===== src/rtl/cic_pkg.sv =====
// Shared constants, types and the output scaling helper for the CIC interpolator
// and decimator datapaths.
package cic_pkg;

  localparam int unsigned IN_W     = 16;
  localparam int unsigned ACC_W    = 40;
  localparam int unsigned N_STAGES = 4;
  localparam int unsigned SHIFT_W  = 6;
  localparam int unsigned RATIO_W  = 16;

  typedef logic signed [ACC_W-1:0] acc_t;
  typedef logic signed [IN_W-1:0]  sample_t;

  localparam acc_t SatMax = acc_t'(2 ** (IN_W - 1) - 1);
  localparam acc_t SatMin = acc_t'(-(2 ** (IN_W - 1)));

  // Arithmetic right shift of a wide accumulator, then clamp to the sample range.
  function automatic sample_t sat_shift(acc_t acc, logic [SHIFT_W-1:0] shift);
    acc_t shifted;
    shifted = acc >>> shift;
    if (shifted > SatMax) begin
      return sample_t'(SatMax);
    end else if (shifted < SatMin) begin
      return sample_t'(SatMin);
    end else begin
      return sample_t'(shifted);
    end
  endfunction

endpackage


===== src/rtl/cic_out_scale.sv =====
// Registered shift-and-saturate stage; updates only when en_i is high, with a
// one-cycle valid pulse per enable.
module cic_out_scale
  import cic_pkg::*;
(
  input  logic                    aclk,
  input  logic                    reset,
  input  logic                    en_i,
  input  logic signed [ACC_W-1:0] acc_i,
  input  logic [SHIFT_W-1:0]      shift_i,
  output logic signed [IN_W-1:0]  out_o,
  output logic                    valid_o
);

  sample_t out_q, out_d;
  logic    valid_q, valid_d;

  // Next output: scaled accumulator on enable, otherwise hold the last sample.
  always_comb begin
    out_d   = out_q;
    valid_d = en_i;
    if (en_i) begin
      out_d = sat_shift(acc_i, shift_i);
    end
  end

  // Output register with synchronous reset.
  always_ff @(posedge aclk) begin
    if (reset) begin
      out_q   <= '0;
      valid_q <= 1'b0;
    end else begin
      out_q   <= out_d;
      valid_q <= valid_d;
    end
  end

  assign out_o   = out_q;
  assign valid_o = valid_q;

endmodule


===== src/rtl/cic_interp.sv =====
// Four-stage CIC interpolator: one-entry input holding register, low-rate comb
// chain evaluated once per frame, zero-stuffing by a runtime ratio and a
// high-rate integrator chain advanced on each out_en tick.
module cic_interp
  import cic_pkg::*;
(
  input  logic                   aclk,
  input  logic                   reset,
  input  logic signed [IN_W-1:0] in_i,
  input  logic                   in_valid_i,
  output logic                   in_ready_o,
  input  logic [RATIO_W-1:0]     interp_ratio_i,
  input  logic [SHIFT_W-1:0]     out_shift_i,
  input  logic                   out_en_i,
  output logic signed [IN_W-1:0] out_o,
  output logic                   out_valid_o,
  output logic                   underrun_o
);

  sample_t            hold_q, hold_d;
  logic               hold_full_q, hold_full_d;
  logic               underrun_q, underrun_d;
  logic [RATIO_W-1:0] ratio_q, ratio_d;
  logic [RATIO_W-1:0] phase_q, phase_d;
  acc_t               dly_q [N_STAGES];
  acc_t               dly_d [N_STAGES];
  acc_t               integ_q [N_STAGES];
  acc_t               integ_d [N_STAGES];
  acc_t               comb_res_q, comb_res_d;

  logic frame_end;
  logic load;
  logic xfer;

  assign in_ready_o = ~hold_full_q & ~reset;
  assign xfer       = in_valid_i & in_ready_o;
  assign frame_end  = (phase_q == ratio_q - RATIO_W'(1));
  assign load       = out_en_i & frame_end;

  // Next state: comb load at frame end, integrators and phase on every tick,
  // holding register fill on handshake.
  always_comb begin
    acc_t diff;

    hold_d      = hold_q;
    hold_full_d = hold_full_q;
    underrun_d  = underrun_q;
    ratio_d     = ratio_q;
    phase_d     = phase_q;
    dly_d       = dly_q;
    integ_d     = integ_q;
    comb_res_d  = comb_res_q;

    // An empty holding register stuffs zero into the comb chain.
    diff = hold_full_q ? acc_t'(hold_q) : '0;

    if (load) begin
      for (int unsigned i = 0; i < N_STAGES; i++) begin
        dly_d[i] = diff;
        diff     = diff - dly_q[i];
      end
      comb_res_d  = diff;
      hold_full_d = 1'b0;
      if (!hold_full_q) begin
        underrun_d = 1'b1;
      end
      // Ratio only changes on a frame boundary so a frame never gets cut short.
      ratio_d = (interp_ratio_i == '0) ? RATIO_W'(1) : interp_ratio_i;
    end

    if (out_en_i) begin
      phase_d    = frame_end ? '0 : phase_q + RATIO_W'(1);
      // Comb result enters only at phase 0; the rest of the frame is zero-stuffed.
      integ_d[0] = integ_q[0] + ((phase_q == '0) ? comb_res_q : '0);
      for (int unsigned i = 1; i < N_STAGES; i++) begin
        integ_d[i] = integ_q[i] + integ_q[i-1];
      end
    end

    // A transfer landing on a load cycle is held for the next frame.
    if (xfer) begin
      hold_d      = in_i;
      hold_full_d = 1'b1;
    end
  end

  // State registers with synchronous reset.
  always_ff @(posedge aclk) begin
    if (reset) begin
      hold_q      <= '0;
      hold_full_q <= 1'b0;
      underrun_q  <= 1'b0;
      ratio_q     <= RATIO_W'(1);
      phase_q     <= '0;
      comb_res_q  <= '0;
      for (int unsigned i = 0; i < N_STAGES; i++) begin
        dly_q[i]   <= '0;
        integ_q[i] <= '0;
      end
    end else begin
      hold_q      <= hold_d;
      hold_full_q <= hold_full_d;
      underrun_q  <= underrun_d;
      ratio_q     <= ratio_d;
      phase_q     <= phase_d;
      comb_res_q  <= comb_res_d;
      dly_q       <= dly_d;
      integ_q     <= integ_d;
    end
  end

  // Output uses the last integrator's value from before this tick's update.
  cic_out_scale u_out_scale (
    .aclk    (aclk),
    .reset   (reset),
    .en_i    (out_en_i),
    .acc_i   (integ_q[N_STAGES-1]),
    .shift_i (out_shift_i),
    .out_o   (out_o),
    .valid_o (out_valid_o)
  );

  assign underrun_o = underrun_q;

endmodule


===== config.mk =====
export PLATFORM = sky130hd
export DESIGN_NAME = cic_interp
export DESIGN_NICKNAME = d
export VERILOG_FILES = /design/src/rtl/cic_pkg.sv /design/src/rtl/cic_out_scale.sv /design/src/rtl/cic_interp.sv
export SDC_FILE = /design/constraint.sdc
export NUM_CORES = 1
export LEC_CHECK = 0
export CAP_MARGIN = 10
export CORE_MARGIN = 2
export CORE_UTILIZATION = 60
export CTS_CLUSTER_DIAMETER = 150
export DETAILED_ROUTE_END_ITERATION = 6
export MAX_ROUTING_LAYER = met4
export PLACE_DENSITY = 0.78
export RECOVER_POWER = 50
export SYNTH_ARGS = -nofsm -noshare
export SYNTH_HDL_FRONTEND = slang
export SYNTH_SLANG_ARGS = --single-unit

===== constraint.sdc =====
create_clock -name aclk -period 16.83 [get_ports aclk]
set_clock_uncertainty 0.05 [all_clocks]
set_input_delay 3.366 -clock aclk [delete_from_list [all_inputs] [get_ports aclk]]
set_output_delay 3.366 -clock aclk [all_outputs]
set_load 0.02 [all_outputs]

; ---- Word-level counts from Yosys, hierarchy flattened
; Index checks and enable logic that the tools add are counted.
[word_totals]
ff_bits = 427
wordCells = 47
output_inout_bits = 19
[classes]
bitwise = 5
eq_ne = 1
n_shift = 1
n_mux = 8
n_addsub = 10
order_cmp = 2
reduce_logical = 4
[ops]
columns = cell, count
row1 = $add A40 B40 Y40, 4
row2 = $sub A40 B40 Y40, 4
row3 = $mux W40, 2
row4 = $mux W16, 4
row5 = $gt A40 B16 Y1 const B, 1
row6 = $lt A40 B16 Y1 const B, 1
row7 = $sshr A40 B6 Y40, 1
row8 = $logic_not A16 Y1, 2
row9 = $add A16 B1 Y16 const B, 1
row10 = $eq A16 B16 Y1, 1
row11 = $sub A16 B1 Y16 const B, 1
row12 = $and A1 B1 Y1, 3
row13 = $mux W1, 2
row14 = $not A1 Y1, 2
row15 = $reduce_and A2 Y1, 1
row16 = $reduce_bool A2 Y1, 1

; ---- Longest topological paths before layout
[logic_depth]
depth_word = 5
mapped_depth = 47

; ---- Hierarchy
; From an unflattened synthesis, not the netlist that was laid out.
[hier_totals]
hier_cells = 4150
hier_area_um2 = 32623.8
[by_module_without_submodules]
columns = mod, cells_per_inst, area_per_inst_um2, seq_area_each_um2, n_inst
row1 = cic_interp, 3709, 28723.8, 7727.4, 1
row2 = cic_out_scale, 441, 3900.0, 340.3, 1

; ---- Worst setup path before layout
; No wires, ideal clock.
[synth_path]
kind = register to register
start = register hold_full_q
end = register comb_res_q[39]
t_arrival_ps = 8562
n_path_buf = 2
setup_ps = 86
required_time_ps = 16694
setup_slack_ps = 8132
stages_incl_launch_ff = 45
cell_sequence = dfxtp_1 -> clkbuf_1 -> clkbuf_1 -> nand2_1 -> ha_1 -> inv_1 -> fa_1 -> a21o_1 -> a21oi_1 -> o21bai_1 -> a21oi_1 -> o21bai_1 -> a21oi_1 -> o21bai_1 -> a2111oi_2 -> or2_2 -> o21ai_0 -> o21ai_0 -> [9 not listed] -> xnor2_1 -> ha_1 -> a21o_1 -> a21oi_1 -> nand2_1 -> or3_1 -> a21o_1 -> and3_1 -> nor3_1 -> o21ai_0 -> nor2b_1 -> ha_1 -> nor2b_1 -> a2111o_1 -> a21oi_1 -> xnor2_1 -> xnor2_1 -> a211oi_1
[synth_between]
elab_chain_cells = 5
[synth_rtl]
columns = item, line_no
row1 = "start, declared", cic_interp.sv:21  ; logic hold_full_q, hold_full_d;
row2 = "start signal, assigned", cic_interp.sv:102  ; hold_full_q <= hold_full_d;
row3 = $mux W40, cic_interp.sv:55  ; diff = hold_full_q ? acc_t'(hold_q) : '0;
row4 = $sub A40 B40 Y40 (4 in series), cic_interp.sv:60  ; diff = diff - dly_q[i];
row5 = "end signal, assigned", cic_interp.sv:106  ; comb_res_q <= comb_res_d;
row6 = "end, declared", cic_interp.sv:29  ; acc_t comb_res_q, comb_res_d;
; No other way between the ends.
; A chain may end at the register's enable or synchronous reset.

; ---- Worst setup path in the final report
[layout_path]
start = input port reset
end = register integ_q[31] (netlist bit)
[layout_rtl]
columns = item, line_no
row1 = "start, declared", cic_interp.sv:8  ; input logic reset,
row2 = "end signal, assigned", cic_interp.sv:108  ; integ_q <= integ_d;
row3 = "end, declared", cic_interp.sv:27  ; acc_t integ_q [N_STAGES];
; No word-level cell between the ends.

==> results.py <==
metrics = {
    "finish": {
        "antenna_cells": 0,
        "layout_common_cells": "566 x nand2_1, 443 x a21oi_1, 403 x dfxtp_1",
        "nNetsFinal": 4395,
        "layout_commonest_cell": "nand2_1",
        "seq_area_mm2": 0.00807,
        "syn_to_final_growth_pct": 7.10,
        "fill_cells": 4587,
        "multi_input_area_mm2": 0.0219,
        "drive_gt1_share_pct": 4.77,
        "post-route-util_pct": 64.7,
    },
    "sta": {
        "rsz0062_at_grt": "no",
        "drv_slew": 330,
        "slew_headroom_pct": -167,
        "finalCriticalPeriod_ps": 10890,
        "hold_viol_final": 0,
        "timing_worst_slew_pin_value_ps": 4010,
        "max_freq_ghz": 0.0918,
        "period_share_pct": 64.7,
        "setup_viol": 0,
        "tns_ps": 0,
    },
    "grt": {
        "grt_max_degree": 95,
        "antenna_found_initial": 0,
        "grt_pass1_wl_um": 118000,
        "grtUsageTotal_pct": 26.1,
        "grt_pass1_vias": 25100,
        "grt.overflow.total": 0,
    },
    "yosys": {
        "yosys.cell_types.count": 94,
        "yosys_warnings": 0,
        "postSynth.asyncResetShare_pct": 0,
        "syn_area_per_cell_um2": 7.71,
        "syn_inst": 4103,
        "syn_area_mm2": 0.0316,
        "postSynthNetCount": 4447,
        "ys.flop_type": "dfxtp_1",
        "synth_edf_count": 0,
        "ys_seq_area_share_pct": 25.5,
        "ys_seq_elements": 403,
    },
    "drt": {
        "wl_per_cell_um": 14.8,
        "vias": 27400,
        "ant_nets": 0,
        "drcViolationCount": 0,
        "drt_iter0_markers": 1384,
        "via_per_inst": 5.73,
        "dr.pass1.iters": 5,
        "routed_wl_um": 70600,
    },
    "floorplanning": {
        "pin_count": 61,
        "die-area_mm2": 0.0546,
        "coreArea_mm2": 0.0523,
        "start_util_pct": 60.5,
        "die_w_um": 234,
        "rows": 84,
        "die_h_um": 234,
    },
    "clocking": {
        "clkLatencyLatePin_ps": 590,
        "cts-root-buf": "clkbuf_16",
        "cts_tree": "done",
        "cts_buffers": 46,
        "postCtsSetupBuffers": 0,
        "cts_hold_buffers": 0,
        "h-tree-depth": 2,
        "cts_resized": 0,
        "cts_max_path_buffers": 3,
        "clkTransAtPathRegs_ps": 60,
        "cts_sinks": 403,
    },
    "critical_path": {
        "slowest_stage": "clkbuf_1",
        "path_cells": "clkbuf_1, clkbuf_1, clkbuf_1, buf_4, o22ai_1",
        "worst_ep_arrival_time_ps": 11240,
        "crit_required_ps": 17180,
        "path_buf_inv": 4,
        "path_class": "in -> reg",
        "critPathMostFrequentCell": "clkbuf_1",
        "critical_path.top_delay_family": "buffers and inverters",
        "start_kind": "primary input",
        "crit_fanout": 84,
        "end_kind": "register",
        "cpPeakStageDelay_ps": 2750,
    },
    "status": {
        "status": "finished, violations left",
        "failed_checks": "max-capacitance violations, max-slew violations",
    },
    "placed_design": {
        "port_buffers": 60,
        "gp_congestion": 0.973,
        "dp_hpwl_um": 51800,
    },
    "hold_path": {
        "hold_path.class": "reg -> reg",
    },
    "job": {
        "drv_cap": 6,
    },
}
## per-stage QoR
| step | instance area (µm²) | hold WS, ps | setup slack, ps | cells |
|---|---|---|---|---|
| finish | 33900 | 393 | 5940 | 4777 |
| global route | 33900 | 409 | 5200 | 4777 |
| CTS | 34000 | 397 | 7110 | 4776 |
| detailed placement | 32400 | 391 | 7150 | 4690 |
| global placement | 32400 | 385 | 7390 | 4690 |
| floorplan | 31600 | 377 | 8130 | 4103 |
## registers in the layout, summed over array words and instances, names as in the netlist
register and cells:
underrun_o 1, hold_q 16, ratio_q 16, dly_q 136
integ_q 160, hold_full_q 1, phase_q 16, u_out_scale.out_o 16
u_out_scale.valid_o 1, comb_res_q 40
## metal layers
metal	wire (µm)	share of wire [%]	GRT usage, %
met3	2120	3.0	2.48
met4	1810	2.6	8.15
met5	0	0	-
met1	32000	45	31.7
met2	34600	49	45.7
## logic make-up (layout without fill, tap and decap cells)
logic type | Yosys count | after routing | synth area share, %
flip-flops | 403 | 403 | 25.5
adder cells (fa/ha/maj) | 302 | 302 | 12.2
multiplexers | 153 | 153 | 5.83
buffers and inverters | 406 | 392 | 5.24
AO/OA/AOI/OAI | 1218 | 1218 | 24.3
AND/OR/NAND/NOR | 1338 | 1338 | 19.1
XOR/XNOR | 283 | 283 | 7.88
## Yosys cell counts, types with 14 or more instances
master | instances | area share, %
a211oi_1 | 75 | 1.8
a21boi_0 | 22 | 0.52
a21o_1 | 152 | 3.6
a21oi_1 | 443 | 7.0
a31o_2 | 18 | 0.50
a31oi_1 | 34 | 0.67
and2_1 | 67 | 1.3
and3_1 | 38 | 0.75
buf_1 | 14 | 0.17
buf_2 | 29 | 0.46
clkbuf_1 | 125 | 1.5
dfxtp_1 | 403 | 25
ha_1 | 292 | 12
inv_1 | 222 | 2.6
mux2_2 | 14 | 0.50
mux2i_1 | 115 | 3.6
mux4_2 | 18 | 1.3
nand2_1 | 566 | 6.7
nand2b_1 | 50 | 0.99
nand3_1 | 67 | 1.1
nand4_1 | 27 | 0.53
nor2_1 | 342 | 4.1
nor2b_1 | 50 | 0.99
nor3_1 | 48 | 0.76
nor4_1 | 17 | 0.34
o211ai_1 | 14 | 0.33
o21a_1 | 33 | 0.78
o21ai_0 | 232 | 3.7
o21bai_1 | 44 | 1.0
o31ai_1 | 14 | 0.33
or3_1 | 15 | 0.30
xnor2_1 | 190 | 5.3
xor2_1 | 92 | 2.5
## layout make-up
type | instances | share of cell area, %
Clock buffer | 66 | 3.94
Multi-Input combinational cell | 3294 | 64.6
Timing Repair Buffer | 80 | 2.08
Inverter | 226 | 2.51
Clock inverter | 20 | 0.521
Sequential cell | 403 | 23.8
Tap cell | 688 | 2.54
## tightest hold or removal path: stages (launching register included)
cell     delay, ps
dfxtp_1        300
nand2_1         50
a21oi_1         50
## final timing paths
kind,start,endpoint,slack (ps),cells past startpoint
max,reset,integ_q[31]$_SDFFE_PP0P_,5940,5
min,comb_res_q[22]$_SDFFE_PP0P_,comb_res_q[22]$_SDFFE_PP0P_,390,2
max reg2reg,hold_full_q$_SDFFE_PP0P_,comb_res_q[39]$_SDFFE_PP0P_,7180,44
min reg2reg,comb_res_q[22]$_SDFFE_PP0P_,comb_res_q[22]$_SDFFE_PP0P_,390,2
Power is not shown: default switching activity piles up to over one toggle a cycle in this logic, so the estimate is an artifact.
